<file path="config.mk">
export PLATFORM = sky130hd
export DESIGN_NAME = dds_sweep_controller
export DESIGN_NICKNAME = d
export VERILOG_FILES = /design/src/rtl/dds_sweep_controller_pkg.sv /design/src/rtl/dds_sweep_controller_dwell_timer.sv /design/src/rtl/dds_sweep_controller.sv
export SDC_FILE = /design/constraint.sdc
export NUM_CORES = 1
export LEC_CHECK = 0
export CORE_MARGIN = 8
export CORE_UTILIZATION = 30
export DETAILED_ROUTE_END_ITERATION = 16
export REMOVE_ABC_BUFFERS = 1
export SLEW_MARGIN = 10
export SYNTH_ARGS = -nofsm -noshare
export SYNTH_HDL_FRONTEND = slang
export SYNTH_SLANG_ARGS = --single-unit
</file>
<file path="constraint.sdc">
create_clock -name clk -period 10.8 [get_ports clk]
set_clock_uncertainty 0.1 [all_clocks]
set_input_delay 1.08 -clock clk [delete_from_list [all_inputs] [get_ports clk]]
set_output_delay 1.08 -clock clk [all_outputs]
set_load 0.02 [all_outputs]
</file>
<file path="src/rtl/dds_sweep_controller_pkg.sv">
// Shared definitions for the DDS frequency sweep controller.
//   sweep_state_t : controller state encoding (ST_IDLE / ST_RUN_UP / ST_RUN_DOWN)
//   MODE_*        : cfg_mode codes, also used by the register map and the bench
package dds_sweep_controller_pkg;

  typedef enum logic [1:0] {
    ST_IDLE     = 2'd0,
    ST_RUN_UP   = 2'd1,
    ST_RUN_DOWN = 2'd2
  } sweep_state_t;

  localparam logic [1:0] MODE_SINGLE = 2'b00;
  localparam logic [1:0] MODE_SAW    = 2'b01;
  localparam logic [1:0] MODE_TRI    = 2'b10;
  localparam logic [1:0] MODE_HOLD   = 2'b11;

  // A sweep only moves when the mode is not HOLD and the step is non-zero.
  function automatic logic sweep_moves(input logic [1:0] mode, input logic step_is_zero);
    return (mode != MODE_HOLD) && !step_is_zero;
  endfunction

endpackage

</file>
<file path="src/rtl/dds_sweep_controller_dwell_timer.sv">
// Loadable dwell down-counter for the sweep controller.
//   clk, rst  : clock, synchronous active-high reset (count -> 0)
//   load      : force-load load_val (sweep start)
//   run       : count while a sweep is active; reloads load_val on expire
//   load_val  : dwell reload value
//   expire    : count == 0, i.e. the current word has been held its full dwell
module dds_sweep_controller_dwell_timer #(
  parameter int DWELL_WIDTH = 16
) (
  input  logic                   clk,
  input  logic                   rst,
  input  logic                   load,
  input  logic                   run,
  input  logic [DWELL_WIDTH-1:0] load_val,
  output logic                   expire
);

  logic [DWELL_WIDTH-1:0] cnt;

  assign expire = (cnt == '0);

  always_ff @(posedge clk) begin
    if (rst) begin
      cnt <= '0;
    end else if (load || (run && expire)) begin
      cnt <= load_val;
    end else if (run) begin
      cnt <= cnt - DWELL_WIDTH'(1);
    end
  end

endmodule

</file>
<file path="src/rtl/dds_sweep_controller.sv">
// DDS frequency sweep controller: drives phase_inc of the phase accumulator
// through single-ramp, sawtooth, triangle or hold sweeps. Each word is held
// cfg_dwell+1 cycles, then stepped toward the turnaround value with clamping.
//
//   state       | meaning
//   ------------+--------------------------------------------------------
//   ST_IDLE     | no sweep; config accepted; phase_inc holds last value
//   ST_RUN_UP   | stepping phase_inc upward toward eff_stop
//   ST_RUN_DOWN | stepping phase_inc downward toward start (triangle only)
//
// Ports:
//   clk, rst          clock, synchronous active-high reset
//   cfg_valid/ready   config handshake (ready only in ST_IDLE)
//   cfg_start/stop    first / turnaround frequency word
//   cfg_step          unsigned per-step increment
//   cfg_dwell         hold count per word (0 = step every cycle)
//   cfg_mode          MODE_SINGLE / MODE_SAW / MODE_TRI / MODE_HOLD
//   start, abort      begin sweep (idle only) / stop immediately (wins over start)
//   phase_inc         registered frequency word
//   busy, dir_down    in a RUN state / in ST_RUN_DOWN
//   done              one-cycle pulse at single-mode completion
//   step_tick         one-cycle pulse when a step changes phase_inc
module dds_sweep_controller
  import dds_sweep_controller_pkg::*;
#(
  parameter int PHASE_WIDTH = 32,
  parameter int DWELL_WIDTH = 16
) (
  input  logic                   clk,
  input  logic                   rst,
  input  logic                   cfg_valid,
  output logic                   cfg_ready,
  input  logic [PHASE_WIDTH-1:0] cfg_start,
  input  logic [PHASE_WIDTH-1:0] cfg_stop,
  input  logic [PHASE_WIDTH-1:0] cfg_step,
  input  logic [DWELL_WIDTH-1:0] cfg_dwell,
  input  logic [1:0]             cfg_mode,
  input  logic                   start,
  input  logic                   abort,
  output logic [PHASE_WIDTH-1:0] phase_inc,
  output logic                   busy,
  output logic                   done,
  output logic                   dir_down,
  output logic                   step_tick
);

  sweep_state_t           state, state_nx;
  logic [PHASE_WIDTH-1:0] start_r, stop_r, step_r, eff_stop;
  logic [DWELL_WIDTH-1:0] dwell_r;
  logic [1:0]             mode_r;

  logic [PHASE_WIDTH-1:0] phase_nx;
  logic                   done_nx, tick_nx;
  logic                   timer_load, timer_run, dwell_expire;
  logic                   moves;

  logic [PHASE_WIDTH:0]   sum_ext, diff_ext;
  logic [PHASE_WIDTH-1:0] up_val, down_val;

  assign cfg_ready = (state == ST_IDLE);
  assign busy      = (state == ST_RUN_UP) || (state == ST_RUN_DOWN);
  assign dir_down  = (state == ST_RUN_DOWN);

  always_ff @(posedge clk) begin
    if (rst) begin
      start_r <= '0;
      stop_r  <= '0;
      step_r  <= '0;
      dwell_r <= '0;
      mode_r  <= MODE_SINGLE;
    end else if (cfg_valid && cfg_ready) begin
      start_r <= cfg_start;
      stop_r  <= cfg_stop;
      step_r  <= cfg_step;
      dwell_r <= cfg_dwell;
      mode_r  <= cfg_mode;
    end
  end

  // A stop below start collapses the sweep onto start.
  assign eff_stop = (stop_r > start_r) ? stop_r : start_r;
  assign moves    = sweep_moves(mode_r, step_r == '0);

  // One extra bit catches carry/borrow so the word saturates instead of wrapping.
  assign sum_ext  = {1'b0, phase_inc} + {1'b0, step_r};
  assign diff_ext = {1'b0, phase_inc} - {1'b0, step_r};
  assign up_val   = (sum_ext[PHASE_WIDTH] || (sum_ext[PHASE_WIDTH-1:0] > eff_stop))
                    ? eff_stop : sum_ext[PHASE_WIDTH-1:0];
  assign down_val = (diff_ext[PHASE_WIDTH] || (diff_ext[PHASE_WIDTH-1:0] < start_r))
                    ? start_r : diff_ext[PHASE_WIDTH-1:0];

  dds_sweep_controller_dwell_timer #(
    .DWELL_WIDTH(DWELL_WIDTH)
  ) u_dwell_timer (
    .clk      (clk),
    .rst      (rst),
    .load     (timer_load),
    .run      (timer_run),
    .load_val (dwell_r),
    .expire   (dwell_expire)
  );

  always_ff @(posedge clk) begin
    if (rst) begin
      state     <= ST_IDLE;
      phase_inc <= '0;
      done      <= 1'b0;
      step_tick <= 1'b0;
    end else begin
      state     <= state_nx;
      phase_inc <= phase_nx;
      done      <= done_nx;
      step_tick <= tick_nx;
    end
  end

  always_comb begin
    state_nx   = state;
    phase_nx   = phase_inc;
    done_nx    = 1'b0;
    tick_nx    = 1'b0;
    timer_load = 1'b0;
    timer_run  = 1'b0;

    if (abort) begin
      state_nx = ST_IDLE;
      phase_nx = '0;
    end else begin
      case (state)
        ST_IDLE: begin
          if (start) begin
            state_nx   = ST_RUN_UP;
            phase_nx   = start_r;
            timer_load = 1'b1;
          end
        end
        ST_RUN_UP: begin
          timer_run = 1'b1;
          if (dwell_expire && moves) begin
            if (phase_inc == eff_stop) begin
              case (mode_r)
                MODE_SINGLE: begin
                  state_nx = ST_IDLE;
                  done_nx  = 1'b1;
                end
                MODE_SAW: phase_nx = start_r;
                MODE_TRI: begin
                  state_nx = ST_RUN_DOWN;
                  phase_nx = down_val;
                end
                default: phase_nx = phase_inc;
              endcase
            end else begin
              phase_nx = up_val;
            end
          end
        end
        ST_RUN_DOWN: begin
          timer_run = 1'b1;
          if (dwell_expire && moves) begin
            if (phase_inc == start_r) begin
              state_nx = ST_RUN_UP;
              phase_nx = up_val;
            end else begin
              phase_nx = down_val;
            end
          end
        end
        default: begin
          state_nx = ST_IDLE;
          phase_nx = '0;
        end
      endcase
      tick_nx = timer_run && (phase_nx != phase_inc);
    end
  end

endmodule

</file>
### Word level (Yosys, flattened, before mapping)

Index checks and enable logic that the tools add are counted.

| operators by class | value |
|---|---|
| bitwise logic cells | 3 |
| reductions and logical operators | 19 |
| muxes and demuxes | 27 |
| add/sub/neg operators | 3 |
| eq/ne operators | 14 |
| $lt $le $gt $ge | 3 |

Operators by type and width:

| kind | number |
|---|---|
| $mux 32 | 9 |
| $pmux 32 s3 | 1 |
| $eq 32x32->1 | 2 |
| $gt 32x32->1 | 2 |
| $pmux 32 s2 | 1 |
| $add 32x32->33 | 1 |
| $sub 32x32->33 | 1 |
| $logic_not 32->1 | 1 |
| $lt 32x32->1 | 1 |
| $mux 16 | 2 |
| $ne 32x32->1 | 1 |
| $logic_not 16->1 | 1 |
| $sub 16x1->16 const B | 1 |
| $mux 2 | 5 |
| $ne 2x1->1 const B | 5 |
| $mux 1 | 7 |
| $pmux 2 s3 | 1 |
| $reduce_and 6->1 | 1 |
| $logic_and 1x1->1 | 5 |
| $reduce_or 5->1 | 1 |
| $eq 2x1->1 const B | 2 |
| $eq 2x2->1 const B | 2 |
| $logic_not 2->1 | 2 |
| $logic_or 1x1->1 | 4 |
| 7 further kinds | 10 |

| word-level totals | value |
|---|---|
| output and inout port bits | 37 |
| word-level logic and storage cells | 79 |
| bits in registers | 166 |
| input port bits | 119 |

### Logic depth before layout (Yosys ltp)

Gate-level depths: netlist (run 1).

| depth | value |
|---|---|
| depth in word-level cells | 11 |
| depth in mapped cells | 32 |
| mapped depth without buffers | 28 |

### Hierarchy

Synthesis (run 1) repeated with hierarchy kept, for this count alone.

| second synthesis, totals | value |
|---|---|
| cells, all modules | 2,513 |
| area, all modules | 17,885.9 µm² |

By module, submodules not included:

| module | cells an instance | seq. area each (µm²) | area an instance (µm²) | instances |
|---|---|---|---|---|
| dds_sweep_controller | 2,364 | 3,002.9 | 16,656.0 | 1 |
| dds_sweep_controller_dwell_timer | 149 | 320.3 | 1,229.9 | 1 |

### Least setup slack after synthesis (run 1)

Ideal clock, no wire load.

| timing | value |
|---|---|
| path kind | register to register |
| start | register phase_inc[0] |
| end | register step_tick |
| arrival | 7,027 ps |
| stages on the path, launching flop included | 29 |
| period minus slack after synthesis | 7,248 ps |
| library setup time | 122 ps |
| data required time | 10,578 ps |
| slack | 3,552 ps |
| buffers on the path | 1 |
| cells stage by stage | dfxtp_1 > clkbuf_1 > inv_1 > ha_1 > inv_1 > fa_1 > a211oi_1 > nor3_1 > or4_1 > a21oi_1 > nor3_1 > a211o_1 > xnor2_1 > ha_1 > nand4_1 > nor3_1 > a2111oi_0 > nand2_1 > o31a_1 > and4_1 > a2111o_1 > a32oi_1 > nand3_1 > nor4_1 > nand4_1 > or3_1 > or4_1 > or4_1 > o311a_1 |

| between the ends | value |
|---|---|
| cells in the longest elaborated chain, start to end | 11 |
| elaborated cells on any way between the ends | 20 |
| classes of those cells | 2 x add/sub; 2 x order compare; 3 x eq/ne; 10 x mux; 3 x reduce/logical |

RTL lines:

| element | line | RTL |
|---|---|---|
| from (decl) | dds_sweep_controller.sv:40 | `output logic [PHASE_WIDTH-1:0] phase_inc,` |
| from (signal assigned) | dds_sweep_controller.sv:111 | `phase_inc <= phase_nx;` |
| $sub 32x32->33 | dds_sweep_controller.sv:86 | `assign diff_ext = {1'b0, phase_inc} - {1'b0, step_r};` |
| $lt 32x32->1 | dds_sweep_controller.sv:89 | `assign down_val = (diff_ext[PHASE_WIDTH] \|\| (diff_ext[PHASE_WIDTH-1:0] < start_r))` |
| $logic_or 1x1->1 | dds_sweep_controller.sv:89 |  |
| $mux 32 | dds_sweep_controller.sv:90 | `? start_r : diff_ext[PHASE_WIDTH-1:0];` |
| $pmux 32 s2 | dds_sweep_controller.sv:141 | `case (mode_r)` |
| $mux 32 | dds_sweep_controller.sv:140 | `if (phase_inc == eff_stop) begin` |
| $mux 32 | dds_sweep_controller.sv:139 | `if (dwell_expire && moves) begin` |
| $pmux 32 s3 | dds_sweep_controller.sv:129 | `case (state)` |
| $mux 32 | dds_sweep_controller.sv:125 | `if (abort) begin` |
| $ne 32x32->1 * | dds_sweep_controller.sv:174 | `tick_nx = timer_run && (phase_nx != phase_inc);` |
| $logic_and 1x1->1 * | dds_sweep_controller.sv:174 |  |
| to (signal assigned) | dds_sweep_controller.sv:113 | `step_tick <= tick_nx;` |
| to (decl) | dds_sweep_controller.sv:44 | `output logic step_tick` |

Every way passes the cells marked *; elsewhere a longest branch is shown, timed or not. The select of a mux whose other input is x is not followed.
A chain may end at the register's enable or synchronous reset.

### Worst setup path after layout (run 1)

Same ends and word-level chain as after synthesis.

==> summary.txt, run 1 <==
STA
  • Hold slack: roughly 0.36 ns
  • Setup Viol. Count Final: 0
  • Crit share post-route: 0.9188
  • Unrepaired setup endpoints after global routing: no
  • Setup TNS: 0 ns
  • Final WS setup: 0.8772 ns
  • Final Max Slew Viols: 0
  • Final hold vios: 0
  • Final min period: 9.923 ns
  • Worst-Margin Slew: 1.327 ns
  • Max-slew headroom: 0.1071
  • Highest clock rate: 0.1008 GHz

Floorplanning
  • Rows: 90
  • Die Span Y: approximately 260 um
  • Initial cell density of the core: 0.3009
  • Die outline width: 261.1 um
  • Die area: 68190 sq um
  • Core region area: 59910 sq um
  • Ports: 156

Job
  • Maximum Capacitance Violations: 0

Layout
  • Area Growth Syn to Fin: 17.04%
  • Register area: 3323 sq um
  • Area of the multi-input gates: 13510 sq um
  • Fin cells: approximately 3500
  • Share of cells above drive strength 1: 0.06500
  • Fin util: 0.3522
  • # fillers: 6477
  • Nets: around 3000
  • Fin area: 21100 sq um

Drt
  • DR pass1 iterations: 6
  • Via count: around 21000
  • DRC viols: 0
  • Drt first-iter violations: 2553
  • Routed len/inst: 28.07 um
  • Vias/cell: 6.177
  • Final wirelength: 97110 um
  • DRT antenna net count: 0

Critical path
  • Critical path type: reg2reg
  • CP max-delay cell: nor4_2
  • Critical Path End Type: register
  • CP arrival: 10.20 ns
  • WP data required: ~11 ns
  • Max Fanout on Critical Path: 15
  • CP max stage delay: 0.78 ns
  • Startpoint Class: register

Global route
  • Initial antenna violation count: 6
  • Vias in the first global route: 20380
  • Total gr overflow: 0
  • Global-route wire length before repair: about 140000 um
  • GRT Total Usage: 0.2771
  • Largest net degree at the start of global routing: around 80

Clock network
  • Cts repair resizes: 0
  • Hold-fix buffers at CTS: 0
  • Worst-path clk slew: 0.08 ns
  • H-tree lvl count: 4
  • Num CTS Buffers: 17
  • Clk_lat worst skew: 0.51 ns
  • Root Driver: clkbuf_16
  • TritonCTS clock tree: done
  • # Post-CTS Setup Buffers: 0
  • # clock sinks: roughly 170
  • CTS max path bufs: 2

Place
  • Placed cell areas: 20460 sq um
  • Placed Cells: roughly 3400
  • Gpl congestion: 1.097
  • Detailed placement HPWL: approximately 74000 um
  • Port Buf Inserts: 155
  • Pre-CTS WS: 0.9306 ns

Logic synthesis
  • Post-synth EDFFs: 0
  • Synth Cell Area: roughly 18000 sq um
  • Yosys Warn Count: 0
  • Seq/Total Area, Yosys: 0.1844
  • Asr flop ratio synth: 0
  • Mean Syn Cell Area: about 6.9 sq um
  • Cells after Synth: 2601
  • Synth Flop Type: dfxtp_1
  • Seq cells post-synth: 166
  • Yosys cell types: 87

Power
  • Overall power: 3.104 mW
  • VDD IR-drop max: 123.4 uV
  • Power density over the cells: 147.1 nW/um^2
  • Leak Pwr: about 8.2 nW

Hold path
  • Tightest Hold Check Type: reg2reg

Outcome
  • Status: finished, final reports clean
final timing paths:
kind,from,slack (ns),depth (start not counted),end
worst min register to register,dwell_r[4],0.36,2,dwell_r[4]
worst min-delay path,dwell_r[4],0.36,2,dwell_r[4]
worst max-delay path,phase_inc[0],0.88,28,step_tick
worst max register to register,phase_inc[0],0.88,28,step_tick
cells in the mapped netlist (16+ instances only):
| master | instances | share of area |
|---|---|---|
| a211oi_1 | 50 | 0.021 |
| a21oi_1 | 297 | 0.082 |
| a221oi_1 | 42 | 0.020 |
| a31oi_1 | 26 | 0.0090 |
| and2_1 | 16 | 0.0056 |
| and3_1 | 16 | 0.0056 |
| clkbuf_1 | 156 | 0.032 |
| dfxtp_1 | 166 | 0.18 |
| ha_1 | 168 | 0.12 |
| inv_1 | 130 | 0.027 |
| mux2_2 | 16 | 0.010 |
| mux2i_1 | 45 | 0.025 |
| nand2_1 | 423 | 0.088 |
| nand2b_1 | 19 | 0.0066 |
| nand3_1 | 48 | 0.013 |
| nand4_1 | 50 | 0.017 |
| nor2_1 | 182 | 0.038 |
| nor3_1 | 66 | 0.018 |
| nor4_1 | 43 | 0.015 |
| o211ai_1 | 34 | 0.014 |
| o21ai_0 | 150 | 0.042 |
| or3_1 | 21 | 0.0073 |
| xnor2_1 | 70 | 0.034 |
| xor2_1 | 38 | 0.018 |
power by group:
| part | leakage (nW) | total [mW] | switching [mW] | internal, mW |
|---|---|---|---|---|
| logic | 6.50 | 1.71 | 1.16 | 0.556 |
| clock network | 0.301 | 0.673 | 0.337 | 0.336 |
| registers | 1.36 | 0.719 | 0.0682 | 0.651 |
kinds of logic (layout without fill, tap and decap cells):
group / Yosys count / count (layout) / synth area share
xor gates and xnor gates: 108 / 108 / 0.05247
other: 0 / 1 / 0
and+or+nand+nor: 953 / 953 / 0.2442
AOI/OAI and AO/OA: 820 / 820 / 0.2952
muxes: 61 / 61 / 0.03498
DFF: 166 / 166 / 0.1844
buffers and inverters: 323 / 399 / 0.06997
adders and majority gates: 170 / 170 / 0.1188
area by class of cell:
cell class / count / share of cell area
inverters: 134 / 0.02384
diodes: 1 / 0.0001186
clock buffers: 17 / 0.02016
clock inverters: 15 / 0.009667
repair buffers: 233 / 0.1018
multi-input cells: 2112 / 0.6406
flip-flops and latches: 166 / 0.1575
well taps: 782 / 0.04638
metal layers:
metal | wire, um | up-vias | part of all wire | GRT usage
li1 | - | 9604 | - | -
met3 | 10690 | 390 | 0.11 | 0.08150
met4 | 7243 | 6 | 0.075 | 0.1797
met1 | 38470 | 10030 | 0.40 | 0.3416
met2 | 40660 | 1344 | 0.42 | 0.4175
met5 | 43 | - | 0.00044 | 0
sequential cells by signal, summed over array words and instances, names as in the netlist:
name / count
start_r: 32
phase_inc: 32
stop_r: 32
mode_r: 2
u_dwell_timer.cnt: 16
dwell_r: 16
state: 2
step_r: 32
done: 1
step_tick: 1
cells in the final DEF, fill, tap and decap left out, types with 16 or more instances in the layout:
cell type	count
or3_1	21
nor2_1	180
xnor2_1	70
o211ai_1	34
a21oi_1	296
nor4_1	41
nand4_1	50
dfxtp_1	166
xor2_1	38
clkbuf_16	17
nor3_1	65
and3_1	16
buf_4	78
nand2b_1	19
a221oi_1	42
nand2_1	421
a211oi_1	50
mux2i_1	45
clkdlybuf4s50_1	154
o21ai_0	150
inv_1	130
ha_1	168
nand3_1	48
mux2_2	16
a31oi_1	26
critical path, delay by kind of cell, from the launching register on:
kind,cells,cell delay [ns]
compound gates,10,3.68
simple gates,9,3.54
fa+ha+maj,3,0.99
flops,1,0.31
buf+inv,5,0.94
xor+xnor,1,0.21
(Power assumes the default switching activity.)
==> run 2, diff against run 1 <==
==> constraint.sdc (replaced) <==
create_clock -name clk -period 9.7 [get_ports clk]
set_clock_uncertainty 0.1 [all_clocks]
set_input_delay 0.97 -clock clk [delete_from_list [all_inputs] [get_ports clk]]
set_output_delay 0.97 -clock clk [all_outputs]
set_load 0.02 [all_outputs]
==> summary.txt, run 2 (synthesis gave the netlist of run 1 again) <==
Place
  • Port Buf Inserts: 155 (unchanged)
  • Gpl congestion: 1.081 (was 1.097)
  • Detailed placement HPWL: 76290 um (was 74340 um)
  • Placed Cells: 3555 (was 3427)

Clock network
  • # Post-CTS Setup Buffers: 0 (unchanged)
  • Root Driver: clkbuf_16 (unchanged)
  • CTS max path bufs: 2 (unchanged)
  • Worst-path clk slew: 0.08 ns (about the same)
  • Num CTS Buffers: 17 (unchanged)
  • TritonCTS clock tree: done (unchanged)
  • Clk_lat worst skew: 0.50 ns (was 0.51 ns)
  • H-tree lvl count: 4 (unchanged)
  • # clock sinks: 166 (unchanged)
  • Hold-fix buffers at CTS: 0 (unchanged)
  • Cts repair resizes: 0 (unchanged)

Power
  • Power density over the cells: 165.1 nW/um^2 (was 147.1 nW/um^2)
  • Leak Pwr: 8.793 nW (was 8.161 nW)
  • Overall power: 3.645 mW (was 3.104 mW)
  • VDD IR-drop max: 134.0 uV (was 123.4 uV)

Drt
  • Vias/cell: 6.061 (was 6.177)
  • DR pass1 iterations: 6 (unchanged)
  • DRT antenna net count: 0 (unchanged)
  • Final wirelength: 98110 um (was 97110 um)
  • DRC viols: 0 (unchanged)
  • Via count: 21750 (was 21370)
  • Drt first-iter violations: 2874 (was 2553)
  • Routed len/inst: 27.34 um (was 28.07 um)

Global route
  • Total gr overflow: 0 (unchanged)
  • GRT Total Usage: 0.2796 (was 0.2771)
  • Initial antenna violation count: 2 (was 6)
  • Vias in the first global route: 20670 (was 20380)
  • Global-route wire length before repair: 141600 um (was 140100 um)
  • Largest net degree at the start of global routing: 71 (was 79)

Floorplanning
  • Rows: 90 (unchanged)
  • Core region area: 59910 sq um (unchanged)
  • Ports: 156 (unchanged)
  • Die Span Y: 261.1 um (unchanged)
  • Die outline width: 261.1 um (unchanged)
  • Initial cell density of the core: 0.3009 (unchanged)
  • Die area: 68190 sq um (unchanged)

Job
  • Maximum Capacitance Violations: 0 (unchanged)

STA
  • Setup Viol. Count Final: 0 (unchanged)
  • Unrepaired setup endpoints after global routing: no (unchanged)
  • Final Max Slew Viols: 0 (unchanged)
  • Final hold vios: 0 (unchanged)
  • Worst-Margin Slew: 1.363 ns (was 1.327 ns)
  • Highest clock rate: 0.1079 GHz (was 0.1008 GHz)
  • Crit share post-route: 0.9551 (was 0.9188)
  • Max-slew headroom: 0.08668 (was 0.1071)
  • Final min period: 9.265 ns (was 9.923 ns)
  • Setup TNS: 0 ns (unchanged)

Outcome
  • Status: finished, final reports clean (unchanged)

Critical path
  • CP arrival: 9.56 ns (was 10.20 ns)
  • CP max-delay cell: a2111oi_0 (was nor4_2)
  • Crit path max-delay family: compound AO/OA/AOI/OAI gates (unchanged)
  • Critical Path End Type: register (unchanged)
  • Startpoint Class: register (unchanged)
  • Buf/Inv on CP: 3 (was 5)
  • WP data required: 9.99 ns (was 11.08 ns)
  • Critical path type: reg2reg (unchanged)
  • CP max stage delay: 0.97 ns (was 0.78 ns)
  • Max Fanout on Critical Path: 13 (was 15)

Layout
  • Fin cells: 3589 (was 3460)
  • # fillers: 6472 (was 6477)
  • Area Growth Syn to Fin: 22.50% (was 17.04%)
  • Fin util: 0.3686 (was 0.3522)
  • Commonest non-fill, non-tap cell in the layout: nand2_1 (unchanged)
  • Most frequent cells in the layout: nand2_1 (421), a21oi_1 (296), buf_4 (202) (was nand2_1 (421), a21oi_1 (296), nor2_1 (180))
  • Share of cells above drive strength 1: 0.1070 (was 0.06500)
  • Nets: 3081 (was 2953)

Hold path
  • Tightest Hold Check Type: reg2reg (unchanged)
## run 2: cell count changes in the layout (fill, tap and decap cells not counted)
cell | before | now
clkinv_2 | 0 | 2
nor4_2 | 2 | 0
inv_8 | 3 | 2
buf_12 | 1 | 5
clkinv_8 | 6 | 5
buf_4 | 78 | 202
clkinv_4 | 0 | 2
nor4_1 | 41 | 43
clkinvlp_4 | 1 | 0
diode_2 | 1 | 2
inv_6 | 4 | 3
## run 2: final cells by class
class                   count  area [sq um]  share of cell area
well taps                 782         978.4             0.04431
repair buffers            361          3158              0.1430
flip-flops and latches    166          3323              0.1505
multi-input cells        2112         13500              0.6114
diodes                      2         5.005           0.0002266
clock buffers              17         425.4             0.01926
clock inverters            15         187.7            0.008499
inverters                 134         503.0             0.02278
## run 2: final timing paths
path                                    from  slack, ns    endpoint  depth (start not counted)
worst max-delay path            phase_inc[1]       0.44   step_tick                         29
worst min-delay path              dwell_r[3]       0.36  dwell_r[3]                          2
worst max register to register  phase_inc[1]       0.44   step_tick                         29
worst min register to register    dwell_r[3]       0.36  dwell_r[3]                          2
## run 2: through the flow
stage / area, sq um / hold slack (ns) / setup slack, ns
floorplan: 17270 / 0.3271 / 1.768
global placement: 21460 / 0.3455 / 0.8658
detailed placement: 21460 / 0.3510 / 0.7864
CTS: 22080 / 0.3624 / 0.7302
global route: 22080 / 0.3828 / 0.1615
finish: 22080 / 0.3589 / 0.4355
## run 2: per-layer routing
metal | wire (um) | track usage | part of all wire
met5 | 12 | 0 | 0.00012
met4 | 6856 | 0.1772 | 0.070
met3 | 10810 | 0.08323 | 0.11
met2 | 41450 | 0.4191 | 0.42
met1 | 38970 | 0.3474 | 0.40
## run 2: worst register-to-register path: cells and delay by family, from the launching register on
| kind | cells | cell delay, ns |
|---|---|---|
| flops | 1 | 0.71 |
| simple gates | 11 | 2.65 |
| xor+xnor | 1 | 0.48 |
| buf+inv | 3 | 0.58 |
| fa+ha+maj | 2 | 0.71 |
| compound gates | 12 | 3.95 |
## run 2: power by group
part           internal, mW  switching [mW]
logic                 0.769            1.35
clock network         0.369           0.370
registers             0.724          0.0618
total                  1.86            1.78
